### src/rtl/uart_cmd_pkg.sv
// Shared constants for the UART command decoder: command bytes, ascii_d bit
// positions, toggle-level bit positions and the TX FSM state encoding.
package uart_cmd_pkg;

   localparam logic [7:0] CMD_RUN     = 8'h52;  // 'R'
   localparam logic [7:0] CMD_CLEAR   = 8'h43;  // 'C'
   localparam logic [7:0] CMD_UP      = 8'h55;  // 'U'
   localparam logic [7:0] CMD_DOWN    = 8'h44;  // 'D'
   localparam logic [7:0] CMD_NEXT    = 8'h4E;  // 'N'
   localparam logic [7:0] CMD_MODE    = 8'h4D;  // 'M'
   localparam logic [7:0] CMD_WATCH   = 8'h57;  // 'W'
   localparam logic [7:0] CMD_HMS     = 8'h48;  // 'H'
   localparam logic [7:0] CMD_SET     = 8'h54;  // 'T'
   localparam logic [7:0] CMD_HUMI    = 8'h50;  // 'P'
   localparam logic [7:0] CMD_UNKNOWN = 8'h3F;  // '?'

   localparam int D_RUN   = 0;
   localparam int D_CLEAR = 1;
   localparam int D_UP    = 2;
   localparam int D_DOWN  = 3;
   localparam int D_NEXT  = 4;

   localparam int T_UP_DOWN   = 0;
   localparam int T_SW_WATCH  = 1;
   localparam int T_HM_SMS    = 2;
   localparam int T_WATCH_SET = 3;
   localparam int T_HUMI_TEMP = 4;

   typedef enum logic {
      TX_IDLE = 1'b0,
      TX_BUSY = 1'b1
   } tx_state_e;

   function automatic logic [7:0] fold_case(input logic [7:0] b);
      if (b >= 8'h61 && b <= 8'h7A) begin
         return b - 8'h20;
      end
      return b;
   endfunction

endpackage

### src/rtl/cmd_echo_fifo.sv
// Circular echo-byte FIFO with wrapping pointers and an occupancy counter.
// A push into a full FIFO is accepted only when a pop happens in the same cycle.
module cmd_echo_fifo #(
   parameter int ECHO_DEPTH = 4
) (
   input  logic       clk,
   input  logic       reset,
   input  logic       push,
   input  logic [7:0] din,
   input  logic       pop,
   output logic [7:0] dout,
   output logic       full,
   output logic       empty
);

   // Depth must be a power of two (>= 2) so the pointers wrap for free.
   localparam int AW = $clog2(ECHO_DEPTH);

   logic [7:0]    mem_q [ECHO_DEPTH];
   logic [AW-1:0] wr_ptr_q;
   logic [AW-1:0] rd_ptr_q;
   logic [AW:0]   count_q;
   logic          do_push;
   logic          do_pop;

   assign full    = (count_q == (AW+1)'(ECHO_DEPTH));
   assign empty   = (count_q == '0);
   assign do_pop  = pop && !empty;
   assign do_push = push && (!full || do_pop);
   assign dout    = mem_q[rd_ptr_q];

   always_ff @(posedge clk or posedge reset) begin
      if (reset) begin
         wr_ptr_q <= '0;
         rd_ptr_q <= '0;
         count_q  <= '0;
      end else begin
         if (do_push) wr_ptr_q <= wr_ptr_q + AW'(1);
         if (do_pop)  rd_ptr_q <= rd_ptr_q + AW'(1);
         case ({do_push, do_pop})
            2'b10:   count_q <= count_q + (AW+1)'(1);
            2'b01:   count_q <= count_q - (AW+1)'(1);
            default: count_q <= count_q;
         endcase
      end
   end

   always_ff @(posedge clk) begin
      if (do_push) mem_q[wr_ptr_q] <= din;
   end

endmodule

### src/rtl/uart_cmd_decoder.sv
// Decodes received UART bytes into command pulses and mode-toggle levels and
// queues an acknowledgement echo per byte for a one-frame-at-a-time TX FSM.
module uart_cmd_decoder
   import uart_cmd_pkg::*;
#(
   parameter int ECHO_DEPTH = 4
) (
   input  logic       clk,
   input  logic       reset,
   input  logic [7:0] rx_data,
   input  logic       rx_done,
   input  logic       tx_done,
   output logic       tx_start,
   output logic [7:0] tx_data,
   output logic [4:0] ascii_d,
   output logic       ascii_up_down,
   output logic       ascii_stopwatch_watch,
   output logic       ascii_hm_sms,
   output logic       ascii_watch_set,
   output logic       ascii_humi_temp,
   output logic       echo_ovf
);

   logic [7:0] folded;
   logic [7:0] echo_byte;
   logic [4:0] pulse_hit;
   logic [4:0] toggle_hit;
   logic [4:0] ascii_d_q;
   logic [4:0] toggle_q;
   logic       echo_ovf_q;
   logic       tx_start_q, tx_start_d;
   logic [7:0] tx_data_q, tx_data_d;
   tx_state_e  state_q, state_d;
   logic       fifo_full;
   logic       fifo_empty;
   logic       fifo_pop;
   logic [7:0] fifo_dout;

   always_comb begin
      folded     = fold_case(rx_data);
      pulse_hit  = '0;
      toggle_hit = '0;
      case (folded)
         CMD_RUN:   pulse_hit[D_RUN]         = 1'b1;
         CMD_CLEAR: pulse_hit[D_CLEAR]       = 1'b1;
         CMD_UP:    pulse_hit[D_UP]          = 1'b1;
         CMD_DOWN:  pulse_hit[D_DOWN]        = 1'b1;
         CMD_NEXT:  pulse_hit[D_NEXT]        = 1'b1;
         CMD_MODE:  toggle_hit[T_UP_DOWN]    = 1'b1;
         CMD_WATCH: toggle_hit[T_SW_WATCH]   = 1'b1;
         CMD_HMS:   toggle_hit[T_HM_SMS]     = 1'b1;
         CMD_SET:   toggle_hit[T_WATCH_SET]  = 1'b1;
         CMD_HUMI:  toggle_hit[T_HUMI_TEMP]  = 1'b1;
         default:   ;
      endcase
      echo_byte = (|{pulse_hit, toggle_hit}) ? folded : CMD_UNKNOWN;
   end

   always_ff @(posedge clk or posedge reset) begin
      if (reset) begin
         ascii_d_q  <= '0;
         toggle_q   <= '0;
         echo_ovf_q <= 1'b0;
      end else begin
         ascii_d_q <= rx_done ? pulse_hit : '0;
         if (rx_done) toggle_q <= toggle_q ^ toggle_hit;
         // A full FIFO still accepts the echo if the FSM drains one this cycle.
         if (rx_done && fifo_full && !fifo_pop) echo_ovf_q <= 1'b1;
      end
   end

   cmd_echo_fifo #(
      .ECHO_DEPTH(ECHO_DEPTH)
   ) u_echo_fifo (
      .clk   (clk),
      .reset (reset),
      .push  (rx_done),
      .din   (echo_byte),
      .pop   (fifo_pop),
      .dout  (fifo_dout),
      .full  (fifo_full),
      .empty (fifo_empty)
   );

   assign fifo_pop = (state_q == TX_IDLE) && !fifo_empty;

   always_comb begin
      state_d    = state_q;
      tx_start_d = 1'b0;
      tx_data_d  = tx_data_q;
      case (state_q)
         TX_IDLE: begin
            if (!fifo_empty) begin
               tx_start_d = 1'b1;
               tx_data_d  = fifo_dout;
               state_d    = TX_BUSY;
            end
         end
         TX_BUSY: begin
            if (tx_done) state_d = TX_IDLE;
         end
      endcase
   end

   always_ff @(posedge clk or posedge reset) begin
      if (reset) begin
         state_q    <= TX_IDLE;
         tx_start_q <= 1'b0;
         tx_data_q  <= 8'h00;
      end else begin
         state_q    <= state_d;
         tx_start_q <= tx_start_d;
         tx_data_q  <= tx_data_d;
      end
   end

   assign ascii_d               = ascii_d_q;
   assign ascii_up_down         = toggle_q[T_UP_DOWN];
   assign ascii_stopwatch_watch = toggle_q[T_SW_WATCH];
   assign ascii_hm_sms          = toggle_q[T_HM_SMS];
   assign ascii_watch_set       = toggle_q[T_WATCH_SET];
   assign ascii_humi_temp       = toggle_q[T_HUMI_TEMP];
   assign echo_ovf              = echo_ovf_q;
   assign tx_start              = tx_start_q;
   assign tx_data               = tx_data_q;

endmodule
### config.mk
export PLATFORM = sky130hd
export DESIGN_NAME = uart_cmd_decoder
export DESIGN_NICKNAME = d
export VERILOG_FILES = /design/src/rtl/uart_cmd_pkg.sv /design/src/rtl/cmd_echo_fifo.sv /design/src/rtl/uart_cmd_decoder.sv
export SDC_FILE = /design/constraint.sdc
export NUM_CORES = 1
export LEC_CHECK = 0
export CORE_MARGIN = 2
export CORE_UTILIZATION = 40
export CTS_CLUSTER_SIZE = 25
export DETAILED_ROUTE_END_ITERATION = 16
export GPL_ROUTABILITY_DRIVEN = 0
export PLACE_DENSITY = 0.62
export SLEW_MARGIN = 5
export SYNTH_ARGS = -nofsm -noshare
export SYNTH_HDL_FRONTEND = slang
export SYNTH_SLANG_ARGS = --single-unit
export TNS_END_PERCENT = 20
### constraint.sdc
create_clock -name clk -period 4.2 [get_ports clk]
set_clock_uncertainty 0.1 [all_clocks]
set_input_delay 0.84 -clock clk [delete_from_list [all_inputs] [get_ports clk]]
set_output_delay 0.84 -clock clk [all_outputs]
set_load 0.03 [all_outputs]
---- Word level (Yosys, flattened, before mapping) ----
Memories as Yosys holds them, arrays and structs flattened. A register that Yosys moved wholly into a read port is not among the register bits.
Index checks and enable logic that the tools add are counted.
storage, ports and cells
  register bits after elaboration ......... 20
  word-level logic and storage cells ...... 68
  memories ................................ 1
  latch bits .............................. 0
  ROM bits ................................ 0
  RAM bits ................................ 32
  output and inout bits ................... 20
memory list
  name               depth  bits a word  read ports  clocked after memory_dff  wr ports  RTL line             RTL
  u_echo_fifo.mem_q  4      8            1           1                         1         cmd_echo_fifo.sv:19  logic [7:0] mem_q [ECHO_DEPTH];
cells by class
  add/subtract/negate cells ............... 5
  muxes and demuxes ....................... 22
  divide/modulo/power cells ............... 0
  magnitude comparators ................... 2
  equal/unequal tests ..................... 13
  shifts and indexed selects .............. 0
  reduce and logical (&&, ||, !) cells .... 14
  $mul .................................... 0
  bitwise logic cells ..................... 3
operator list
  cell                                                                              count
  8-bit by 7-bit == test with 1-bit output, second input constant                   10
  8-bit two-way mux                                                                 3
  1-bit two-way mux                                                                 16
  10-bit OR reduction                                                               1
  8-bit by 7-bit >= comparator with 1-bit output, second input constant             1
  8-bit by 7-bit less-or-equal comparator with 1-bit output, second input constant  1
  8-bit by 6-bit subtractor with 8-bit output, second input constant                1
  1-bit logical AND                                                                 6
  3-bit one-hot mux with 2 select lines                                             1
  5-bit two-way mux                                                                 1
  5-bit XOR                                                                         1
  2-bit by 1-bit adder with 2-bit output, second input constant                     2
  3-bit by 1-bit adder with 3-bit output, second input constant                     1
  3-bit == test, second input constant                                              1
  1-bit zero test                                                                   3
  3-bit zero test                                                                   1
  3-bit by 1-bit subtractor with 3-bit output, second input constant                1
  2-bit by 1-bit == test with 1-bit output, second input constant                   1
  2-bit == test, second input constant                                              1
  1-bit inverter                                                                    2
  1-bit one-hot mux with 2 select lines                                             1
  2-bit AND reduction                                                               1
  2-bit nonzero test                                                                1
  1-bit logical OR                                                                  1

---- Logic depth before layout (Yosys ltp) ----
Gate-level depths: netlist of the first run.
  depth in word-level cells ............... 8
  gate-level depth with buffers ........... 10
  gate-level depth less buffers ........... 10

---- Modules after synthesis ----
A second synthesis of the first run with hierarchy kept.
second synthesis, totals
  cell total of the unflattened synthesis .. 195
  area, all modules ....................... 2741.4 um2
modules (own cells, without submodules)
  module            instances  cells each  sequential area each (um2)  area each (um2)
  cmd_echo_fifo     1          81          1136.1                      1591.5
  uart_cmd_decoder  1          114         525.5                       1149.9

---- Least setup slack after synthesis of the first run ----
Ideal clock, no wire load.
  path type ............................... input -> register
  from .................................... in rx_done
  to ...................................... reg u_echo_fifo.count_q[2]
  stages .................................. 8
  setup time .............................. 0.079 ns
  slack ................................... 2.021 ns
  data arrival time ....................... 2.000 ns
  path through ............................ and2_1 inv_1 ha_1 inv_1 fa_1 xor2_1 nor2_1 xor2_1
on the way
  word-level cells in the longest chain between the ends .. 3
  elaborated cells between the ends (all ways) .. 5
ends and longest elaborated chain
  element                                                                      RTL line                RTL
  from (decl)                                                                  uart_cmd_decoder.sv:11  input logic rx_done,
  1-bit logical AND (*)                                                        cmd_echo_fifo.sv:29     assign do_push = push && (!full || do_pop);
  2-bit by 1-bit == test with 1-bit output or 2-bit == test (tied branches)    cmd_echo_fifo.sv:40     case ({do_push, do_pop})
  3-bit one-hot mux with 2 select lines or 2-bit nonzero test (tied branches)  --
  to (signal assigned)                                                         cmd_echo_fifo.sv:41     2'b10: count_q <= count_q + (AW+1)'(1);
  to (signal assigned)                                                         cmd_echo_fifo.sv:42     2'b01: count_q <= count_q - (AW+1)'(1);
  to (signal assigned)                                                         cmd_echo_fifo.sv:43     default: count_q <= count_q;
  to (decl)                                                                    cmd_echo_fifo.sv:22     logic [AW:0] count_q;
Mark *: on every way between the ends. The rest lies on a longest branch, timed or not.
A chain may end at the register's enable or synchronous reset.

---- Final worst setup path of the first run ----
  from .................................... in rx_data[3]
  to ...................................... mem u_echo_fifo.mem_q[2][5], data pin
on the way
  word-level cells in the longest chain between the ends .. 8
  elaborated cells between the ends (all ways) .. 29
ends and longest elaborated chain
  element                                                                                                                      RTL line                RTL
  from (decl)                                                                                                                  uart_cmd_decoder.sv:10  input logic [7:0] rx_data,
  8-bit by 7-bit >= comparator with 1-bit output or 8-bit by 7-bit less-or-equal comparator with 1-bit output (tied branches)  uart_cmd_pkg.sv:35      if (b >= 8'h61 && b <= 8'h7A) begin
  1-bit logical AND                                                                                                            uart_cmd_pkg.sv:35
  1-bit two-way mux                                                                                                            uart_cmd_pkg.sv:35
  8-bit two-way mux (*)                                                                                                        uart_cmd_pkg.sv:38      return b;
  8-bit by 7-bit == test with 1-bit output                                                                                     uart_cmd_decoder.sv:43  case (folded)
  1-bit two-way mux                                                                                                            uart_cmd_decoder.sv:43
  10-bit OR reduction                                                                                                          uart_cmd_decoder.sv:56  echo_byte = (|{pulse_hit, toggle_hit}) ? folded : CMD_UNKNOWN;
  8-bit two-way mux (*)                                                                                                        uart_cmd_decoder.sv:56
  named net echo_byte[5]                                                                                                       uart_cmd_decoder.sv:25  logic [7:0] echo_byte;
  to (decl)                                                                                                                    cmd_echo_fifo.sv:19
Mark *: on every way through the listed nets, which the timed path passes. The rest lies on a longest branch. The select of a mux whose other input is x is not followed.

==> results of run 1 <==
[critical path: cells and delay by family]
kind / cells / cell delay, ns
buffers and inverters: 1 / 0.85
AO/OA/AOI/OAI: 2 / 0.46
AND/OR/NAND/NOR: 2 / 0.41
[final cells by class]
class / count / area, um2
Fill cell: 588 / 3370
Sequential cell: 60 / 1660
Inverter: 12 / 45.0
Timing Repair Buffer: 33 / 325
Multi-Input combinational cell: 115 / 998
Clock inverter: 5 / 75.1
Tap cell: 80 / 100
Clock buffer: 11 / 141
[per-layer routing]
metal / up-vias / global-route usage, %
met5: - / 0
met4: 0 / 5.11
met3: 9 / 5.69
met2: 44 / 21.4
met1: 781 / 18.4
li1: 777 / -
[stage by stage]
step           cell area, um2  power (mW)  setup WS, ns  hold slack [ns]  std cells
4_1_cts                  3350        2.17          1.61            0.375        316
6_report                 3350        2.14          1.57            0.366        316
3_3_place_gp             3130        1.59          1.30            0.353        300
3_5_place_dp             3130        1.60          1.25            0.357        300
2_1_floorplan            2770        1.40          2.02            0.380        197
5_1_grt                  3350        2.26          1.39            0.387        316
[cell usage after synthesis (all sizes together), types with 2 or more instances]
| cell | number | share of area [%] |
|---|---|---|
| and2 | 2 | 0.45 |
| mux2i | 3 | 1.1 |
| nor2 | 8 | 1.1 |
| xnor2 | 5 | 1.6 |
| edfxtp | 32 | 35 |
| nor2b | 6 | 1.7 |
| nand3 | 5 | 1.1 |
| xor2 | 8 | 2.5 |
| o21ai | 4 | 0.86 |
| ha | 6 | 2.7 |
| a21oi | 7 | 1.4 |
| mux2 | 9 | 4.8 |
| mux4 | 8 | 6.5 |
| inv | 12 | 1.6 |
| dfrtp | 28 | 25 |
| and3 | 4 | 0.91 |
| buf | 9 | 2.2 |
| nand2 | 10 | 1.4 |
| a31oi | 2 | 0.45 |
| nor4 | 5 | 1.4 |
| nor3 | 4 | 0.73 |
[sequential cells by signal, indices dropped and copies added (netlist names)]
register / count
tx_data: 8
ascii_d: 5
toggle_q: 5
u_echo_fifo.mem_q: 32
u_echo_fifo.count_q: 3
state_q: 1
u_echo_fifo.wr_ptr_q: 2
echo_ovf: 1
tx_start: 1
u_echo_fifo.rd_ptr_q: 2
[kinds of logic (layout without fill, tap and decap cells)]
group | count (synthesis) | after routing
simple gates | 50 | 50
buf+inv | 22 | 61
flops | 60 | 60
fa+ha+maj | 7 | 7
other cells | 1 | 4
xor+xnor | 13 | 13
compound gates | 21 | 21
mux | 20 | 20
[final timing paths]
| check | slack, ns | endpoint | cells past startpoint | start |
|---|---|---|---|---|
| max in group asynchronous | 2.93 | toggle_q[0] | 3 | reset |
| worst min register to register | 0.37 | toggle_q[4] | 1 | toggle_q[4] |
| worst min-delay path | 0.37 | toggle_q[4] | 1 | toggle_q[4] |
| worst max-delay path | 1.57 | u_echo_fifo.mem_q[2][5] | 5 | rx_data[3] |
| worst max register to register | 1.96 | u_echo_fifo.count_q[2] | 10 | u_echo_fifo.count_q[0] |
| min in group asynchronous | 0.79 | tx_data[6] | 3 | reset |
[power groups by stage]
stage               Combinational (mW)  Sequential (mW)  Clock (mW)
floorplan                        0.442            0.958           0
global placement                 0.681            0.905           0
detailed placement               0.693            0.906           0
CTS                              0.693            0.897       0.576
global route                     0.742            0.912       0.608
finish                           0.685            0.892       0.561
==> qor_table.md, run 1 <==
| Parameter | Reported |
|---|---|
| Run status | finished, final reports clean |
| Class of the most critical hold timing path | reg -> reg |
| Max-slew violations | 0 |
| Clock-pin slew on the worst setup and hold paths | 0.06 ns |
| DRT Wirelength | 4720 um |
| Seq cells post-synth | 60 |
| Xor-xnor portion of the synthesized cell area | 4.13% |
| Internal power | 1.49 mW |
| Most frequent standard cell in the layout excluding fill and tap cells | edfxtp_1 |
| Die Area | 7580 um2 |
| Initial Util | 41.1% |
| Vias in the first global route | 1575 |
| Layout Area Growth over Synthesis | 21.3% |
| Highest fanout seen on the critical path | 17 |
| Cts hold-fix bufs | 0 |
| Proportion of power drawn by flip-flops and latches | 41.7% |
| Arrival time at the worst endpoint | 2.56 ns |
| Most used cells in the layout excluding fill and tap cells | edfxtp_1, clkdlybuf4s50_1, dfrtp_1 |
| DP HPWL | 3180 um |
| Net Sw Frac | 30.5% |
| Number of detailed-routing iterations run before antenna repair | 4 |
| Avg Cell Area, Syn | 14.2 um2 |
| Routed length on met1 | 2180 um |
| Top routing layer in use | met4 |
| Die Wd | 87.1 um |
| Final hold violation count | 0 |
| Ports | 32 |
| Maximum clock frequency | 380 MHz |
| Synthesized-area fraction occupied by ao, oa, aoi and oai cells | 5.17% |
| Number of placement rows | 30 |
| Final standard cell utilization of the core | 49.8% |
| Fraction of registers with async set/reset | 46.7% |
| Final-stage net count | 250 |
| Total setup buffers inserted after CTS | 0 |
| Met3 Wirelength | 255 um |
| Arithmetic-cell share of the synthesized area counting full adders, half adders and majority gates | 3.45% |
| CP required | 4.13 ns |
| Largest family of logic cells by synthesized area | multiplexers |
| Vias per std cell | 5.10 |
| Endpoint kind of the worst setup timing path | flop |
| Cells resized by post-CTS repair | 0 |
| Final setup viols | 0 |
| Standard cell core area | 6720 um2 |
| Synthesized area | 2760 um2 |
| DRC viols | 0 |
| Global-route wire length before repair | 7860 um |
| Transition at the pin with the smallest max-transition slack | 0.603 ns |
| Fraction of synthesized area in multiplexers | 12.4% |
| Worst-path cell chain | clkdlybuf4s50_1, nor2b_1, nand3_1, a31oi_1, o21ai_0 |
| Antenna fix cells | 0 |
| Seq/Total Area, Yosys | 60.2% |
| Relative slew margins | 59.7% |
| Clock latency on the worst-skew pair | 0.33 ns |
| Remaining antenna violation count after routing | 0 |
| Number of flops mapped to enable cells by yosys | 32 |
| Pleak | 1.31 nW |
| Setup Total Neg Slack | 0 ns |
| Total routing resource utilization after global routing | 14.1% |
| Initial antenna violation count | 0 |
| Cell at the slowest stage of the critical path | clkdlybuf4s50_1 |
| Maximum ir drop on the vdd rail | 0.241 mV |
| Dominant synthesized flop cell | edfxtp_1 |
| Maxcap violations | 0 |
| Tcrit/Tclk final | 62.6% |
| Clock buffers created by TritonCTS | 9 |
| Fraction of layout cells with a size suffix above 1 | 16.9% |
| Iteration-0 DRC Markers | 72 |
| Pin count of the biggest net entering global routing | 29 |
| Die height | 87.1 um |
| Vias | 1611 |
| Nature of the critical path startpoint | input port |
| Pwr dens | 639 nW/um2 |
| Maximum level of the CTS H-tree | 3 |
| Minimum clock period after layout | 2.63 ns |
| Total number of yosys warnings | 0 |
| Root buf cell | clkbuf_8 |
| Global-route congestion overflow total | 0 |
| Number of clock sinks | 60 |
| Average routed wire per standard cell | 14.9 um |
| Count of input and output buffers | 31 |
| Max incr delay on CP | 0.85 ns |
| Clock network power share | 26.2% |
| Class of the most critical setup path | in -> reg |
| Met2 Wirelength | 2220 um |
| Setup repair after global routing missed its margin | false |
| Number of distinct library cells after synthesis | 47 |
| Logic pwr share | 32.0% |
| Simple logic cell fraction of the synthesized area | 10.5% |
| Syn Inst Count | 194 |
| CTS tree | done |
| Maximum clock insertion buffer count | 2 |
| Switching Power | 0.652 mW |
Note: power is estimated with default switching activity, not from simulation.
==> run 2, diff against run 1 <==
- PLACE_DENSITY: 0.62 -> 0.65
- clock period: 4.2 -> 2.24 ns (I/O delays scaled with it)
==> qor_table.md, run 2 (synthesis gave the netlist of run 1 again) <==
| Parameter | Reported | Delta |
|---|---|---|
| Run status | finished, final reports clean | unchanged |
| Initial Util | 41.1% | unchanged |
| Max-slew violations | 0 | unchanged |
| Maximum ir drop on the vdd rail | 0.442 mV | was 0.241 mV |
| Arrival time at the worst endpoint | 2.00 ns | was 2.56 ns |
| Initial antenna violation count | 0 | unchanged |
| Maximum clock frequency | 480 MHz |  |
| Number of placement rows | 30 | unchanged |
| Vias in the first global route | 1749 | was 1575 |
| Remaining antenna violation count after routing | 0 | unchanged |
| Pin count of the biggest net entering global routing | 29 | unchanged |
| Class of the most critical hold timing path | reg -> reg | unchanged |
| CTS tree | done | unchanged |
| Tcrit/Tclk final | 92.9% |  |
| Hold Crit Depth | 1 | unchanged |
| DRT Wirelength | 5120 um | was 4720 um |
| DRC viols | 0 | unchanged |
| Clock network power share | 23.3% | was 26.2% |
| Cts hold-fix bufs | 0 | unchanged |
| Final setup viols | 0 | unchanged |
| Root buf cell | clkbuf_8 | unchanged |
| Clock latency on the worst-skew pair | 0.33 ns | about the same |
| Class of the most critical setup path | in -> reg | unchanged |
| DP HPWL | 3520 um | was 3180 um |
| Setup repair after global routing missed its margin | false | unchanged |
| Max incr delay on CP | 0.49 ns | was 0.85 ns |
| Global-route congestion overflow total | 0 | unchanged |
| Clock buffers created by TritonCTS | 9 | unchanged |
| Minimum clock period after layout | 2.08 ns |  |
| Switching Power | 1.30 mW | was 0.652 mW |
| Final standard cell utilization of the core | 53.1% | was 49.8% |
| Iteration-0 DRC Markers | 57 | was 72 |
| Number of detailed-routing iterations run before antenna repair | 4 | unchanged |
| Net Sw Frac | 31.9% | was 30.5% |
| Nature of the critical path startpoint | input port | unchanged |
| First element of the critical path | rx_data[5] | was rx_data[3] |
| Maximum level of the CTS H-tree | 3 | unchanged |
| Most frequent standard cell in the layout excluding fill and tap cells | edfxtp_1 | unchanged |
| Cell at the slowest stage of the critical path | clkdlybuf4s50_1 | unchanged |
| Global-route wire length before repair | 8640 um | was 7860 um |
| Internal power | 2.77 mW | was 1.49 mW |
| Largest register by flop count | u_echo_fifo.mem_q | unchanged |
| Final hold violation count | 0 | unchanged |
| Layout Area Growth over Synthesis | 29.3% | was 21.3% |
| Cell depth of the worst flop-to-flop path | 10 | unchanged |
| Number of clock sinks | 60 | unchanged |
| Proportion of power drawn by flip-flops and latches | 40.5% | was 41.7% |
| Pwr dens | 1140 nW/um2 | was 639 nW/um2 |
| Total routing resource utilization after global routing | 15.4% | was 14.1% |
| CP required | 2.16 ns | was 4.13 ns |
| Count of input and output buffers | 31 | unchanged |
| Maximum clock insertion buffer count | 2 | unchanged |
| Highest fanout seen on the critical path | 7 | was 17 |
| Die Area | 7580 um2 | unchanged |
| Setup Total Neg Slack | 0 ns | unchanged |
| Antenna fix cells | 0 | unchanged |
| Die height | 87.1 um | unchanged |
| Max FFs per register | 32 | unchanged |
| Vias | 1695 | was 1611 |
| Most used cells in the layout excluding fill and tap cells | edfxtp_1, clkdlybuf4s50_1, buf_4 | was edfxtp_1, clkdlybuf4s50_1, dfrtp_1 |
| HP Start | toggle_q[4] | unchanged |
| Die Wd | 87.1 um | unchanged |
| Ports | 32 | unchanged |
| Worst Hold Margin | 0.367 ns | was 0.366 ns |
| Logic pwr share | 36.1% | was 32.0% |
| Clock-pin slew on the worst setup and hold paths | 0.06 ns | about the same |
| Fillers | 581 | was 588 |
| Pleak | 1.43 nW | was 1.31 nW |
| Maxcap violations | 0 | unchanged |
| Vias per std cell | 4.93 | was 5.10 |
| Final-stage net count | 278 | was 250 |
| Average routed wire per standard cell | 14.9 um | about the same |
| Fraction of layout cells with a size suffix above 1 | 27.3% | was 16.9% |
| Endpoint kind of the worst setup timing path | flop | unchanged |
| Worst-path cell chain | clkdlybuf4s50_1, inv_1, ha_1, o21ai_2, nand2_1, a21oi_4, o2111ai_1 | was clkdlybuf4s50_1, nor2b_1, nand3_1, a31oi_1, o21ai_0 |
| Standard cell core area | 6720 um2 | unchanged |
| Critical register-to-register path startpoint | u_echo_fifo.count_q[0] | unchanged |
[run 2: changes by cell type in the layout (fill, tap and decap cells not counted), sizes merged]
cell      previous run  this run
bufinv               2         1
buf                  2        30
clkinvlp             0         1
[run 2: routing by layer]
layer | share of wire, % | global-route usage [%] | up-vias | routed length, um
met2 | 49 | 24.5 | 33 | 2520
met1 | 45 | 19.4 | 825 | 2310
met5 | 0 | 0 | - | 0
met3 | 3.5 | 3.70 | 10 | 181
li1 | - | - | 827 | -
met4 | 2.1 | 8.24 | 0 | 110
[run 2: area by class of cell]
type,instances,area [um2],share of cell area [%]
Sequential cell,60,1660,46.6
Multi-Input combinational cell,115,1030,28.9
Timing Repair Buffer,61,536,15.0
Clock buffer,11,141,3.96
Tap cell,80,100,2.81
Clock inverter,5,51.3,1.44
Inverter,12,45.0,1.26
[run 2: power groups by stage]
stage                     Combinational, mW  Sequential [mW]  Clock [mW]
after floorplan                       0.828             1.80           0
after global placement                 1.39             1.65           0
after detailed placement               1.42             1.65           0
after CTS                              1.44             1.64       0.973
after global routing                   1.61             1.68        1.03
final                                  1.47             1.65       0.949
[run 2: path summary, 6_finish.rpt]
check                                               end  slack [ns]
worst max-delay path            u_echo_fifo.mem_q[3][1]        0.16
worst min-delay path                        toggle_q[4]        0.37
worst max register to register   u_echo_fifo.count_q[2]        0.18
worst min register to register              toggle_q[4]        0.37
max in group asynchronous        u_echo_fifo.count_q[0]        1.36
min in group asynchronous        u_echo_fifo.count_q[1]        0.39
[run 2: worst max-delay path, delay by kind of cell]
family                   cells  cell delay [ns]
AND/OR/NAND/NOR              1             0.11
buffers and inverters        2             0.54
adder cells (fa/ha/maj)      1             0.30
AO/OA/AOI/OAI                3             0.60
[run 2: repair_timing]
item / in CTS / in global routing
gates resized for setup: 0 / 9
buffers inserted: 0 / 2
setup endpoints to repair: 0 / 9
[run 2: metrics by stage]
| stage | worst slack, ns | power [mW] | cell area [um2] | cells |
|---|---|---|---|---|
| 2_1_floorplan | 0.221 | 2.62 | 2770 | 197 |
| 3_3_place_gp | -0.160 | 3.03 | 3330 | 326 |
| 3_5_place_dp | -0.236 | 3.08 | 3330 | 326 |
| 4_1_cts | 0.0606 | 4.05 | 3520 | 342 |
| 5_1_grt | 0.0217 | 4.32 | 3570 | 344 |
| 6_report | 0.158 | 4.06 | 3570 | 344 |
==> run 3, diff against run 2 <==
- HOLD_SLACK_MARGIN: default -> 0.12
==> results of run 3 <==
Final layout, timing and power as in run 2 (identical DEF).
